==> config.mk <==
export PLATFORM = sky130hd
export DESIGN_NAME = banner_motion_ctrl
export DESIGN_NICKNAME = d
export VERILOG_FILES = /design/src/rtl/banner_motion_ctrl.sv
export SDC_FILE = /design/constraint.sdc
export NUM_CORES = 1
export LEC_CHECK = 0
export ABC_AREA = 0
export CELL_PAD_IN_SITES_DETAIL_PLACEMENT = 1
export CELL_PAD_IN_SITES_GLOBAL_PLACEMENT = 1
export CORE_ASPECT_RATIO = 1.25
export CORE_MARGIN = 1
export CORE_UTILIZATION = 35
export CTS_CLUSTER_SIZE = 25
export DETAILED_ROUTE_END_ITERATION = 8
export PLACE_DENSITY = 0.61
export SETUP_SLACK_MARGIN = 0.1
export SYNTH_ARGS = -nofsm -noshare
export SYNTH_HDL_FRONTEND = slang
export SYNTH_SLANG_ARGS = --single-unit
export TNS_END_PERCENT = 20
==> constraint.sdc <==
create_clock -name clk -period 6.6 [get_ports clk]
set_input_delay 1.32 -clock clk [delete_from_list [all_inputs] [get_ports clk]]
set_output_delay 1.32 -clock clk [all_outputs]
set_load 0.01 [all_outputs]
==> src/rtl/banner_motion_ctrl.sv <==
// Frame-paced banner sprite mover: slide-in from above, horizontal bounce, then park.
// Optional feature macro: VERTICAL_BOB_EN (vertical bob while bouncing).
module banner_motion_ctrl #(
    parameter int FRAC_BITS     = 6,
    parameter int INITIAL_X     = 192,
    parameter int INITIAL_Y     = -64,
    parameter int TARGET_Y      = 64,
    parameter int ENTER_Y_SPEED = 256,
    parameter int X_SPEED       = 128,
    parameter int LEFT_BOUND    = 192,
    parameter int RIGHT_BOUND   = 383,
    parameter int BOUNCE_COUNT  = 4
`ifdef VERTICAL_BOB_EN
    ,
    parameter int BOB_AMPL      = 8,
    parameter int BOB_SPEED     = 64
`endif
) (
    input  logic        clk,
    input  logic        resetN,
    input  logic        startOfFrame,
    input  logic        show,
    output logic [10:0] topLeftX,
    output logic [10:0] topLeftY,
    output logic        moving,
    output logic        done,
    output logic [1:0]  dbg_state
);

    // Handshake: none. show is a level sampled every clk; startOfFrame is a
    // one-clk strobe that paces all motion; outputs change one clk after it.

    localparam int ONE_PX    = 2 ** FRAC_BITS;
    localparam int INIT_X_FP = INITIAL_X * ONE_PX;
    localparam int INIT_Y_FP = INITIAL_Y * ONE_PX;
    localparam int TGT_Y_FP  = TARGET_Y * ONE_PX;
    localparam int LEFT_FP   = LEFT_BOUND * ONE_PX;
    localparam int RIGHT_FP  = RIGHT_BOUND * ONE_PX;
    localparam logic [15:0] BOUNCE_LIMIT = 16'(BOUNCE_COUNT);
`ifdef VERTICAL_BOB_EN
    localparam int BOB_TOP_FP = (TARGET_Y - BOB_AMPL) * ONE_PX;
    localparam int BOB_BOT_FP = (TARGET_Y + BOB_AMPL) * ONE_PX;
`endif

    typedef enum logic [1:0] {
        IDLE   = 2'd0,
        ENTER  = 2'd1,
        BOUNCE = 2'd2,
        HOLD   = 2'd3
    } state_t;

    state_t             state, state_nxt;
    logic signed [31:0] pos_x, pos_x_nxt;
    logic signed [31:0] pos_y, pos_y_nxt;
    logic signed [31:0] x_speed, x_speed_nxt;
    logic [15:0]        bounce_cnt, bounce_cnt_nxt;
`ifdef VERTICAL_BOB_EN
    logic               bob_up, bob_up_nxt;
    logic signed [31:0] bob_y;
`endif

    logic signed [31:0] step_x;
    logic signed [31:0] step_y;
    logic               hit_right;
    logic               hit_left;
    logic [15:0]        bounce_cnt_inc;
    logic               reach_hold;

    assign step_x         = pos_x + x_speed;
    assign step_y         = pos_y + ENTER_Y_SPEED;
    assign hit_right      = (x_speed > 0) && (step_x >= RIGHT_FP);
    assign hit_left       = (x_speed < 0) && (step_x <= LEFT_FP);
    assign bounce_cnt_inc = (bounce_cnt == 16'hFFFF) ? bounce_cnt : bounce_cnt + 16'd1;
    // A limit of 0 means bounce forever; the saturating counter never wraps back into range.
    assign reach_hold     = (BOUNCE_COUNT != 0) && (bounce_cnt_inc == BOUNCE_LIMIT);
`ifdef VERTICAL_BOB_EN
    assign bob_y          = bob_up ? (pos_y - BOB_SPEED) : (pos_y + BOB_SPEED);
`endif

    always_ff @(posedge clk or negedge resetN) begin
        if (!resetN) begin
            state      <= IDLE;
            pos_x      <= INIT_X_FP;
            pos_y      <= INIT_Y_FP;
            x_speed    <= X_SPEED;
            bounce_cnt <= 16'd0;
`ifdef VERTICAL_BOB_EN
            bob_up     <= 1'b1;
`endif
        end else begin
            state      <= state_nxt;
            pos_x      <= pos_x_nxt;
            pos_y      <= pos_y_nxt;
            x_speed    <= x_speed_nxt;
            bounce_cnt <= bounce_cnt_nxt;
`ifdef VERTICAL_BOB_EN
            bob_up     <= bob_up_nxt;
`endif
        end
    end

    always_comb begin
        state_nxt      = state;
        pos_x_nxt      = pos_x;
        pos_y_nxt      = pos_y;
        x_speed_nxt    = x_speed;
        bounce_cnt_nxt = bounce_cnt;
`ifdef VERTICAL_BOB_EN
        bob_up_nxt     = bob_up;
`endif

        case (state)
            IDLE: begin
                // Entry is immediate; a coincident frame strobe produces no motion.
                if (show) begin
                    state_nxt = ENTER;
                end
            end

            ENTER: begin
                if (startOfFrame) begin
                    if (step_y >= TGT_Y_FP) begin
                        pos_y_nxt      = TGT_Y_FP;
                        x_speed_nxt    = X_SPEED;
                        bounce_cnt_nxt = 16'd0;
`ifdef VERTICAL_BOB_EN
                        bob_up_nxt     = 1'b1;
`endif
                        state_nxt      = BOUNCE;
                    end else begin
                        pos_y_nxt = step_y;
                    end
                end
            end

            BOUNCE: begin
                if (startOfFrame) begin
                    if (hit_right) begin
                        pos_x_nxt      = RIGHT_FP;
                        x_speed_nxt    = -X_SPEED;
                        bounce_cnt_nxt = bounce_cnt_inc;
                    end else if (hit_left) begin
                        pos_x_nxt      = LEFT_FP;
                        x_speed_nxt    = X_SPEED;
                        bounce_cnt_nxt = bounce_cnt_inc;
                    end else begin
                        pos_x_nxt = step_x;
                    end

`ifdef VERTICAL_BOB_EN
                    if (bob_up && (bob_y <= BOB_TOP_FP)) begin
                        pos_y_nxt  = BOB_TOP_FP;
                        bob_up_nxt = 1'b0;
                    end else if (!bob_up && (bob_y >= BOB_BOT_FP)) begin
                        pos_y_nxt  = BOB_BOT_FP;
                        bob_up_nxt = 1'b1;
                    end else begin
                        pos_y_nxt = bob_y;
                    end
`else
                    pos_y_nxt = TGT_Y_FP;
`endif

                    // The final reversal keeps its clamped X; Y parks on the target line.
                    if ((hit_right || hit_left) && reach_hold) begin
                        pos_y_nxt = TGT_Y_FP;
                        state_nxt = HOLD;
                    end
                end
            end

            HOLD: begin
                state_nxt = HOLD;
            end

            default: begin
                state_nxt = IDLE;
            end
        endcase

        // Dropping show wins over any same-cycle frame update.
        if ((state != IDLE) && !show) begin
            state_nxt      = IDLE;
            pos_x_nxt      = INIT_X_FP;
            pos_y_nxt      = INIT_Y_FP;
            x_speed_nxt    = X_SPEED;
            bounce_cnt_nxt = 16'd0;
`ifdef VERTICAL_BOB_EN
            bob_up_nxt     = 1'b1;
`endif
        end
    end

    assign topLeftX  = 11'(pos_x >>> FRAC_BITS);
    assign topLeftY  = 11'(pos_y >>> FRAC_BITS);
    assign moving    = (state == ENTER) || (state == BOUNCE);
    assign done      = (state == HOLD);
    assign dbg_state = state;

endmodule
==> results_dict.tcl <==
set metrics [dict create \
    outcome "complete, no violations" \
    maxCapViolCount 0 \
    worstPathRequired_ns 6.83 \
    final_nets 770 \
    timing_hold_violations_final 0 \
    place.gp.congestion 0.852 \
    synthCells 758 \
    cts_buffer_depth 2 \
    fin_crit_ns 5.24 \
    grt_overflow_total 0 \
    antenna_found_initial 0 \
    wl_um 18900 \
    seq_area_frac_synth 0.285 \
    ant_nets 0 \
    synth_ff_type "dfrtp_1" \
    n_fill_cell 2103 \
    clock_latency_ns 0.35 \
    yosysTopAreaCell "dfrtp_1" \
    hpwlAfterDp_um 14000 \
    layout_commonest_cell "nand2_1" \
    synth_top_area_share 0.191 \
    fin_util 0.389 \
    worst_pin_slew_ns 1.03 \
    ys_ff_latch 69 \
    die_w_um 121 \
    core-area_um2 17000 \
    critPathMaxFanout 19 \
    cts_root_buf "clkbuf_16" \
    ioPinCount 30 \
    yosysUniqueCellTypes 85 \
    powerDensity_nw_per_um2 582 \
    diodes 0 \
    die_area_um2 18100 \
    viasPerCell 6.00 \
    hold_path_class "reg2reg" \
    tritoncts "done" \
    drt-wirelength-per-cell_um 19.7 \
    fin_crit_sh 0.794 \
    rsz0062_at_grt "false" \
    rows 53 \
    layout.cells.non_filler 958 \
    relSlewSlack 0.311 \
    grtUsageTotal 0.220 \
    syn_area_per_cell_um2 8.11 \
    vias 5752 \
    skew_ns 0.00688 \
    finalSetupViolCount 0 \
    drive_gt1_frac 0.0935 \
    die_y_um 150 \
    synth_edf_count 0 \
    dp_slack_ns 1.39 \
    start_kind "flip-flop" \
    drc 0 \
    final_cell_mix "nand2_1 (74), o21ai_0 (66), nor2_1 (48)" \
    holdPathStages 2 \
    r2r_cells 12 \
    synth_warnings 0 \
    syn_to_final_growth_pct 7.45 \
    netlist_area_um2 6140 \
    drt_pass1_iterations 4 \
    max_freq_ghz 0.191 \
    path_class "reg2reg" \
    clock-sinks 69 \
    first_global_vias 5979 \
    grt_max_degree 70 \
    dr.first_iter.drc_count 238 \
    cts_setup_buffers 0 \
    setup_slack_ns 1.36 \
    cts_resized 0 \
    slew_violations 0 \
    htreeDepth 3 \
    peakVddDrop_mv 0.795 \
    grt_pass1_wl_um 31400 \
    start_util 0.362 \
    place_inst 943 \
    clkSlewWorstSetupHoldPaths_ns 0.06 \
    leakage_nw 2.67 \
    numPortBuffers 27 \
    netlist_top_cells_area "dfrtp_1 (19%), dfstp_2 (9.4%), ha_1 (6.3%)" \
    end_kind "flip-flop" \
    arrival_ns 5.48 \
    finalSetupTns_ns 0 \
    ys_async_sr_fraction 1.00 \
    hold_buffers 0 \
    cts_buffers 9 \
]
[stage by stage]
stage	hold WS, ns	cell area, µm²	power, mW
detailed placement	0.491	6320	3.36
global route	0.532	6600	4.16
floorplan	0.450	6150	2.92
CTS	0.505	6600	3.86
finish	0.494	6600	3.84
global placement	0.491	6320	3.30
[sequential cells by signal (all words and copies together) (netlist names)]
register / count
pos_y: 24
dbg_state: 2
x_speed: 1
bounce_cnt: 16
pos_x: 26
[synth_stat cells (all sizes together), types with 4 or more instances]
library cell and count:
o21a 4, o22ai 7, o41ai 6, ha 31
clkbuf 27, o21ai 73, a22o 16, o21bai 4
nand3 39, buf 40, and4 6, inv 31
nor3 29, nor2 49, nand4 12, nor4 6
o221ai 4, dfrtp 47, nor4b 5, dfstp 22
mux2i 9, a221oi 5, xor2 7, o31ai 6
and2 5, nand2 74, a31oi 16, or3 7
o2111ai 4, and3 15, nor2b 4, a211oi 16
nand2b 4, a21o 8, a21oi 48, o211ai 8
xnor2 18
[worst max-delay path, stage by stage, from the launching register on]
cell	delay (ns)
dfrtp_1	0.82
inv_1	0.27
fa_1	0.46
and2b_1	0.26
o2111a_1	0.22
o211ai_1	0.24
a2111oi_0	0.72
o21a_1	0.22
o2111ai_1	0.19
or4b_4	0.60
o221ai_2	0.61
nor2_4	0.19
a32o_1	0.31
[final cells by class]
| cell class | count | area (µm²) | share of cell area |
|---|---|---|---|
| Sequential cell | 69 | 1750 | 0.266 |
| Clock buffer | 10 | 229 | 0.0347 |
| Inverter | 31 | 116 | 0.0176 |
| Clock inverter | 5 | 52.6 | 0.00796 |
| Timing Repair Buffer | 31 | 298 | 0.0451 |
| Multi-Input combinational cell | 592 | 3880 | 0.587 |
| Tap cell | 220 | 275 | 0.0417 |
[layer usage]
layer / track usage / share of wire / vias up
met5: 0 / 0 / -
met2: 0.397 / 0.51 / 66
li1: - / - / 2767
met4: 0.0833 / 0.024 / 0
met1: 0.261 / 0.44 / 2890
met3: 0.0356 / 0.020 / 29
[path summary, 6_finish.rpt]
check                                 start       endpoint  slack (ns)
worst max-delay path            x_speed[30]      pos_x[15]        1.36
worst min-delay path              pos_x[13]      pos_x[13]        0.49
worst max register to register  x_speed[30]      pos_x[15]        1.36
worst min register to register    pos_x[13]      pos_x[13]        0.49
max in group asynchronous            resetN      pos_x[28]        4.89
min in group asynchronous            resetN  bounce_cnt[0]        1.12
[cells by family after synthesis]
| group | Yosys count | share of synthesized area |
|---|---|---|
| other cells | 1 | 0.000610 |
| fa+ha+maj | 32 | 0.0664 |
| simple gates | 268 | 0.223 |
| mux | 11 | 0.0183 |
| compound gates | 254 | 0.287 |
| flops | 69 | 0.285 |
| buf+inv | 98 | 0.0841 |
| xor+xnor | 25 | 0.0356 |
[power breakdown]
group / internal [mW] / switching, mW / total (mW)
Clock: 0.289 / 0.193 / 0.481
Combinational: 0.909 / 1.67 / 2.58
Sequential: 0.596 / 0.184 / 0.780
Power figures use the tool's default switching activity.
